File: src/rtl/dt_stage.sv
// ---------------------------------------------------------------------------
// dt_stage
//
// Pipeline stage that follows the data-TLB stage. It registers the DTLB-stage
// buses under the common flush/stall rules and captures the synchronous
// data-SRAM read data. Read data is on data_sram_rdata for one cycle only, so
// the stage keeps a copy in rbuf while it is held. Load results are then
// byte/halfword aligned and sign/zero extended.
//
// Ports
//   clk                  rising-edge clock
//   rst                  asynchronous, active-high reset
//   flush                kills the stage contents
//   stall                stall bus; [5] stops this stage, [6] stops the next
//   dtlb_to_dt_bus       [31:0] ex_result/address, [36:32] wb_addr, [37] wb_en,
//                        [40:38] load_op, [41] valid, upper bits passed through
//   dtlb_to_dt_sram_bus  {en[69], wen[68], sel[67:64], addr[63:32], wdata[31:0]}
//   data_sram_rdata      SRAM read data, valid one cycle after the request
//   dt_to_mem_bus        registered bus with [31:0] replaced by the result
//   dt_to_id_bus         {wb_en & valid, wb_addr[4:0], result[31:0]} forwarding
// ---------------------------------------------------------------------------
module dt_stage #(
    parameter int DTLB_TO_DT_WD = 42,
    parameter int IN_WD         = DTLB_TO_DT_WD,
    parameter int DATA_SRAM_WD  = 70,
    parameter int SRAM_WD       = DATA_SRAM_WD,
    parameter int STALL_WD      = 7
) (
    input  logic                clk,
    input  logic                rst,
    input  logic                flush,
    input  logic [STALL_WD-1:0] stall,
    input  logic [IN_WD-1:0]    dtlb_to_dt_bus,
    input  logic [SRAM_WD-1:0]  dtlb_to_dt_sram_bus,
    input  logic [31:0]         data_sram_rdata,
    output logic [IN_WD-1:0]    dt_to_mem_bus,
    output logic [37:0]         dt_to_id_bus
);

    // Stall bus encoding and field positions.
    localparam logic STOP = 1'b1;

    localparam int BUS_VALID   = 41;
    localparam int BUS_OP_HI   = 40;
    localparam int BUS_OP_LO   = 38;
    localparam int BUS_WB_EN   = 37;
    localparam int BUS_WB_A_HI = 36;
    localparam int BUS_WB_A_LO = 32;

    localparam int SRAM_EN     = 69;
    localparam int SRAM_WEN    = 68;
    localparam int SRAM_ADDR   = 32;

    // What the stage registers do on the next edge, in precedence order.
    typedef enum logic [1:0] {
        UPD_HOLD,
        UPD_LOAD,
        UPD_BUBBLE,
        UPD_FLUSH
    } upd_e;

    typedef enum logic [2:0] {
        LOP_NONE = 3'd0,
        LOP_LB   = 3'd1,
        LOP_LBU  = 3'd2,
        LOP_LH   = 3'd3,
        LOP_LHU  = 3'd4,
        LOP_LW   = 3'd5
    } load_op_e;

    logic [IN_WD-1:0]   bus_r;
    logic [SRAM_WD-1:0] sram_r;
    logic               fresh;
    logic [31:0]        rbuf;
    logic               rbuf_v;

    upd_e               upd;
    logic               stop_self;
    logic               stop_next;
    logic               in_is_read;

    logic [31:0]        rd;
    logic [1:0]         byte_off;
    logic [7:0]         rd_byte;
    logic [15:0]        rd_half;
    logic [2:0]         load_op;
    logic [31:0]        result;

    assign stop_self  = (stall[5] == STOP);
    assign stop_next  = (stall[6] == STOP);
    assign in_is_read = dtlb_to_dt_sram_bus[SRAM_EN] & ~dtlb_to_dt_sram_bus[SRAM_WEN];

    // NOTE: every always_comb output gets a default first, so no path can
    // leave it unassigned and infer a latch.
    always_comb begin
        upd = UPD_HOLD;
        if (flush) begin
            upd = UPD_FLUSH;
        end else if (stop_self && !stop_next) begin
            upd = UPD_BUBBLE;
        end else if (!stop_self) begin
            upd = UPD_LOAD;
        end
    end

    // NOTE: sequential state is written with non-blocking assignments only, so
    // every register samples the pre-edge value of every other register.
    always_ff @(posedge clk or posedge rst) begin
        if (rst) begin
            bus_r  <= '0;
            sram_r <= '0;
            fresh  <= 1'b0;
            // NOTE: rbuf is a single 32-bit register, not an array, so it is
            // reset with the rest; no held load survives a reset.
            rbuf   <= '0;
            rbuf_v <= 1'b0;
        end else begin
            case (upd)
                UPD_FLUSH, UPD_BUBBLE: begin
                    bus_r  <= '0;
                    sram_r <= '0;
                end
                UPD_LOAD: begin
                    bus_r  <= dtlb_to_dt_bus;
                    sram_r <= dtlb_to_dt_sram_bus;
                end
                default: begin
                    bus_r  <= bus_r;
                    sram_r <= sram_r;
                end
            endcase

            // fresh marks the one cycle in which the SRAM answers this load.
            fresh <= (upd == UPD_LOAD) && in_is_read;

            // Any change of stage contents invalidates the buffer; a flush in
            // the capture cycle therefore wins over the capture.
            if (upd != UPD_HOLD) begin
                rbuf_v <= 1'b0;
            end else if (fresh && stop_self && stop_next) begin
                rbuf   <= data_sram_rdata;
                rbuf_v <= 1'b1;
            end
        end
    end

    // Live read data in the fresh cycle, buffered copy while held afterwards.
    assign rd       = rbuf_v ? rbuf : data_sram_rdata;
    assign byte_off = sram_r[SRAM_ADDR +: 2];
    assign rd_byte  = rd[8*byte_off +: 8];
    assign rd_half  = byte_off[1] ? rd[31:16] : rd[15:0];
    assign load_op  = bus_r[BUS_OP_HI:BUS_OP_LO];

    always_comb begin
        result = bus_r[31:0];
        case (load_op)
            LOP_LB:  result = {{24{rd_byte[7]}}, rd_byte};
            LOP_LBU: result = {24'd0, rd_byte};
            LOP_LH:  result = {{16{rd_half[15]}}, rd_half};
            LOP_LHU: result = {16'd0, rd_half};
            LOP_LW:  result = rd;
            default: result = bus_r[31:0];
        endcase
    end

    assign dt_to_mem_bus = {bus_r[IN_WD-1:32], result};
    assign dt_to_id_bus  = {bus_r[BUS_WB_EN] & bus_r[BUS_VALID],
                            bus_r[BUS_WB_A_HI:BUS_WB_A_LO], result};

    // Fields of the SRAM request that this stage carries but does not consume.
    logic unused_ok;
    assign unused_ok = ^{sram_r, stall};

endmodule

File: config.mk
export PLATFORM = sky130hd
export DESIGN_NAME = dt_stage
export DESIGN_NICKNAME = d
export VERILOG_FILES = /design/src/rtl/dt_stage.sv
export SDC_FILE = /design/constraint.sdc
export NUM_CORES = 1
export LEC_CHECK = 0
export ABC_AREA = 1
export CORE_MARGIN = 1
export CORE_UTILIZATION = 40
export DETAILED_ROUTE_END_ITERATION = 7
export MAX_ROUTING_LAYER = met4
export PLACE_DENSITY = 0.83
export SETUP_SLACK_MARGIN = 0.4
export SLEW_MARGIN = 20
export SYNTH_ARGS = -nofsm -noshare
export SYNTH_HDL_FRONTEND = slang
export SYNTH_SLANG_ARGS = --single-unit
File: constraint.sdc
create_clock -name clk -period 3.24 [get_ports clk]
set_clock_uncertainty 0.15 [all_clocks]
set_input_delay 0.648 -clock clk [delete_from_list [all_inputs] [get_ports clk]]
set_output_delay 0.648 -clock clk [all_outputs]
set_load 0.01 [all_outputs]
==> run_results.csv <==
group,metric,value,unit
floorplanning,top_level_ports,234,
global_route,grt_usage,24.06,%
drt,antenna_left,0,
floorplanning,fp.coreArea,12210,um2
global_route,grt_pass1_vias,4784,
power,p_leak,3.498,nW
layout,finalNonFillerCells,1017,
synthesis,syn_inst,726,
clock_tree,cts_hold_buf,0,
global_route,grt_antenna_before_repair,1,
clock_tree,clk_pin_slew,60,ps
layout,postLayoutCellArea,6868,um2
clock_tree,cts_buffers,9,
sta,fin_setup_tns,0,ps
drt,drc,0,
drt,vias,5001,
placement,hpwl,10530,um
drt,route.detailed.vias_per_inst,4.917,
sta,maxSlewViolCount,0,
power,power_density,408.8,nW/um2
clock_tree,cts_root_buf,"clkbuf_16",
drt,drt-total-wl,15120,um
global_route,grt_max_degree,79,
floorplanning,rows,40,
synthesis,syn_nets,880,
synthesis,synth_top_area_share,38.39,%
drt,wire_per_inst,14.86,um
setup_path,path_class,"in -> out",
setup_path,arrival,1960,ps
placement,dpl-instance-area,6499,um2
synthesis,synthTopCellsByArea,"dfrtp_1, inv_1, nand2_1",
setup_path,critPathMaxStageDelay,390,ps
layout,fillCellCount,1173,
floorplanning,die_area,13170,um2
setup_path,crit_path_start_kind,"primary input",
layout,syn_to_final_growth,35.06,%
clock_tree,insertion_delay,330,ps
synthesis,synth.avg_cell_area,7.004,um2
clock_tree,cts_tree,"done",
clock_tree,htree_levels,3,
run_status,status,"finished clean",
sta,fmax,362.3,MHz
setup_path,cp_common_cell,"nor2_1",
setup_path,path_max_fanout,3,
sta,finalCriticalPeriod,2761,ps
synthesis,ys_ff_latch,78,
sta,hold_violations,0,
floorplanning,die_width,114.8,um
hold_path,hp-class,"reg -> reg",
power,total_power,0.002808,W
setup_path,crit_required,2440,ps
setup_path,end_kind,"primary output",
sta,rsz0062_at_grt,"yes",
sta,tightestPinTransition,593.9,ps
synthesis,synth_seq_area_share,38.39,%
layout,multi_input_area,2233,um2
sta,final-setup-viol-count,0,
layout,drive_above_1_share,20.52,%
synthesis,synth_area,5085,um2
layout,final_cell_mix,"inv_1, nand2_1, clkdlybuf4s50_1",
sta,final_min_period_over_clock_period,85.20,%
synthesis,synth_edf_count,0,
clock_tree,cts.path.max_buffers,2,
global_route,grt_pass1_wl,23690,um
placement,place_inst,991,
layout,final_common_cell,"inv_1",
sta,maxSlewHeadroom,60.41,%
synthesis,ys_types,28,
power,vdd_ir_drop_max,242.6,uV
placement,place_congestion,0.8815,
global_route,grt_overflow,0,
synthesis,ys.flop_type,"dfrtp_1",
flow_run,drv_cap,0,
setup_path,slowest_stage,"clkdlybuf4s50_1",
drt,first_iter_violations,348,
synthesis,synthArstFlopShare,100.0,%
clock_tree,clock-sinks,78,
setup_path,cp_cell_sequence,"clkdlybuf4s50_1 > inv_1 > nand2_2 > nand2_1 > nor2_1 > a21oi_1 > nand2_1 > nor2_1 > nor2_1 > buf_2",
drt,first_pass_iters,7,
synthesis,synth.largest_area_cell,"dfrtp_1",
floorplanning,initial_core_util,41.64,%
layout,nets,997,
placement,place.port_buffers,162,
layout,register_area,1954,um2
floorplanning,die_y,114.8,um
synthesis,ys.warnings.count,0,
## metrics by stage
step | utilization, % | hold slack, ps | setup slack, ps
2_1_floorplan | - | 303.0 | 447.0
3_3_place_gp | 53.22 | 316.9 | -25.50
3_5_place_dp | 53.22 | 323.5 | -42.17
4_1_cts | 55.74 | 338.4 | 362.1
5_1_grt | 56.24 | 364.6 | 368.0
6_report | 56.24 | 335.4 | 479.5
## registers in the layout, summed over array words and instances, names as in the netlist
signal  cells
sram_r      2
rbuf       32
rbuf_v      1
fresh       1
bus_r      42
## final timing paths
path | from | to | slack, ps | cells after the start
worst min-delay path | rbuf[13]$_DFFE_PP0P_ | rbuf[13]$_DFFE_PP0P_ | 340 | 2
worst min register to register | rbuf[13]$_DFFE_PP0P_ | rbuf[13]$_DFFE_PP0P_ | 340 | 2
worst max register to register | fresh$_DFF_PP0_ | rbuf[7]$_DFFE_PP0P_ | 1700 | 3
worst max-delay path | data_sram_rdata[20] | dt_to_id_bus[4] | 480 | 10
max in group asynchronous | rst | bus_r[39]$_DFFE_PP0P_ | 2020 | 3
min in group asynchronous | rst | bus_r[9]$_DFFE_PP0P_ | 560 | 3
## repair_timing
action / in CTS / in global routing
buffers inserted: 3 / 4
endpoints found under the setup margin: 64 / 59
gates cloned: 2 / 0
pin swaps: 25 / 20
resized for setup: 254 / 56
## logic make-up after synthesis
kind of cell	Yosys count	share of synthesized area [%]
and+or+nand+nor	314	27.71
AOI/OAI and AO/OA	96	10.53
DFF	78	38.39
muxes	4	0.8858
buffers and inverters	234	22.49
## critical path: cells and delay by family
| kind | cells | cell delay [ps] |
|---|---|---|
| buf+inv | 3 | 680 |
| simple gates | 6 | 500 |
| compound gates | 1 | 140 |
## where the power goes
group,internal [W],switching (W)
Clock,0.000618,0.000411
Sequential,0.00105,0.0000416
Combinational,0.000309,0.000376
Total,0.00198,0.000829
## synthesized netlist by cell type, types with 7 or more instances
master and count:
buf_6 10, o22ai_1 44, nand4_1 17, nor2_1 68, dfrtp_1 78, nand2_1 143, inv_1 146, a21oi_1 22
buf_2 10, nand3_1 58, buf_4 47, o21ai_0 23, and2_1 7, clkbuf_1 13, o21ai_1 7
## cell type report
type	count	share of cell area, %
tap	168	3.061
multi-input combinational	416	32.52
clock buffer	11	3.534
timing repair buffer	185	22.94
clock inverter	5	0.8563
inverter	153	8.599
sequential	78	28.46
antenna	1	0.03644
## layer usage
layer	part of all wire [%]	global-route usage (%)	routed length (um)
met1	44	31.54	6640
met2	48	38.87	7303
met3	6.2	4.164	932
met4	1.6	5.714	240
met5	0	-	0
No activity file was read; power rests on OpenSTA's default activity.
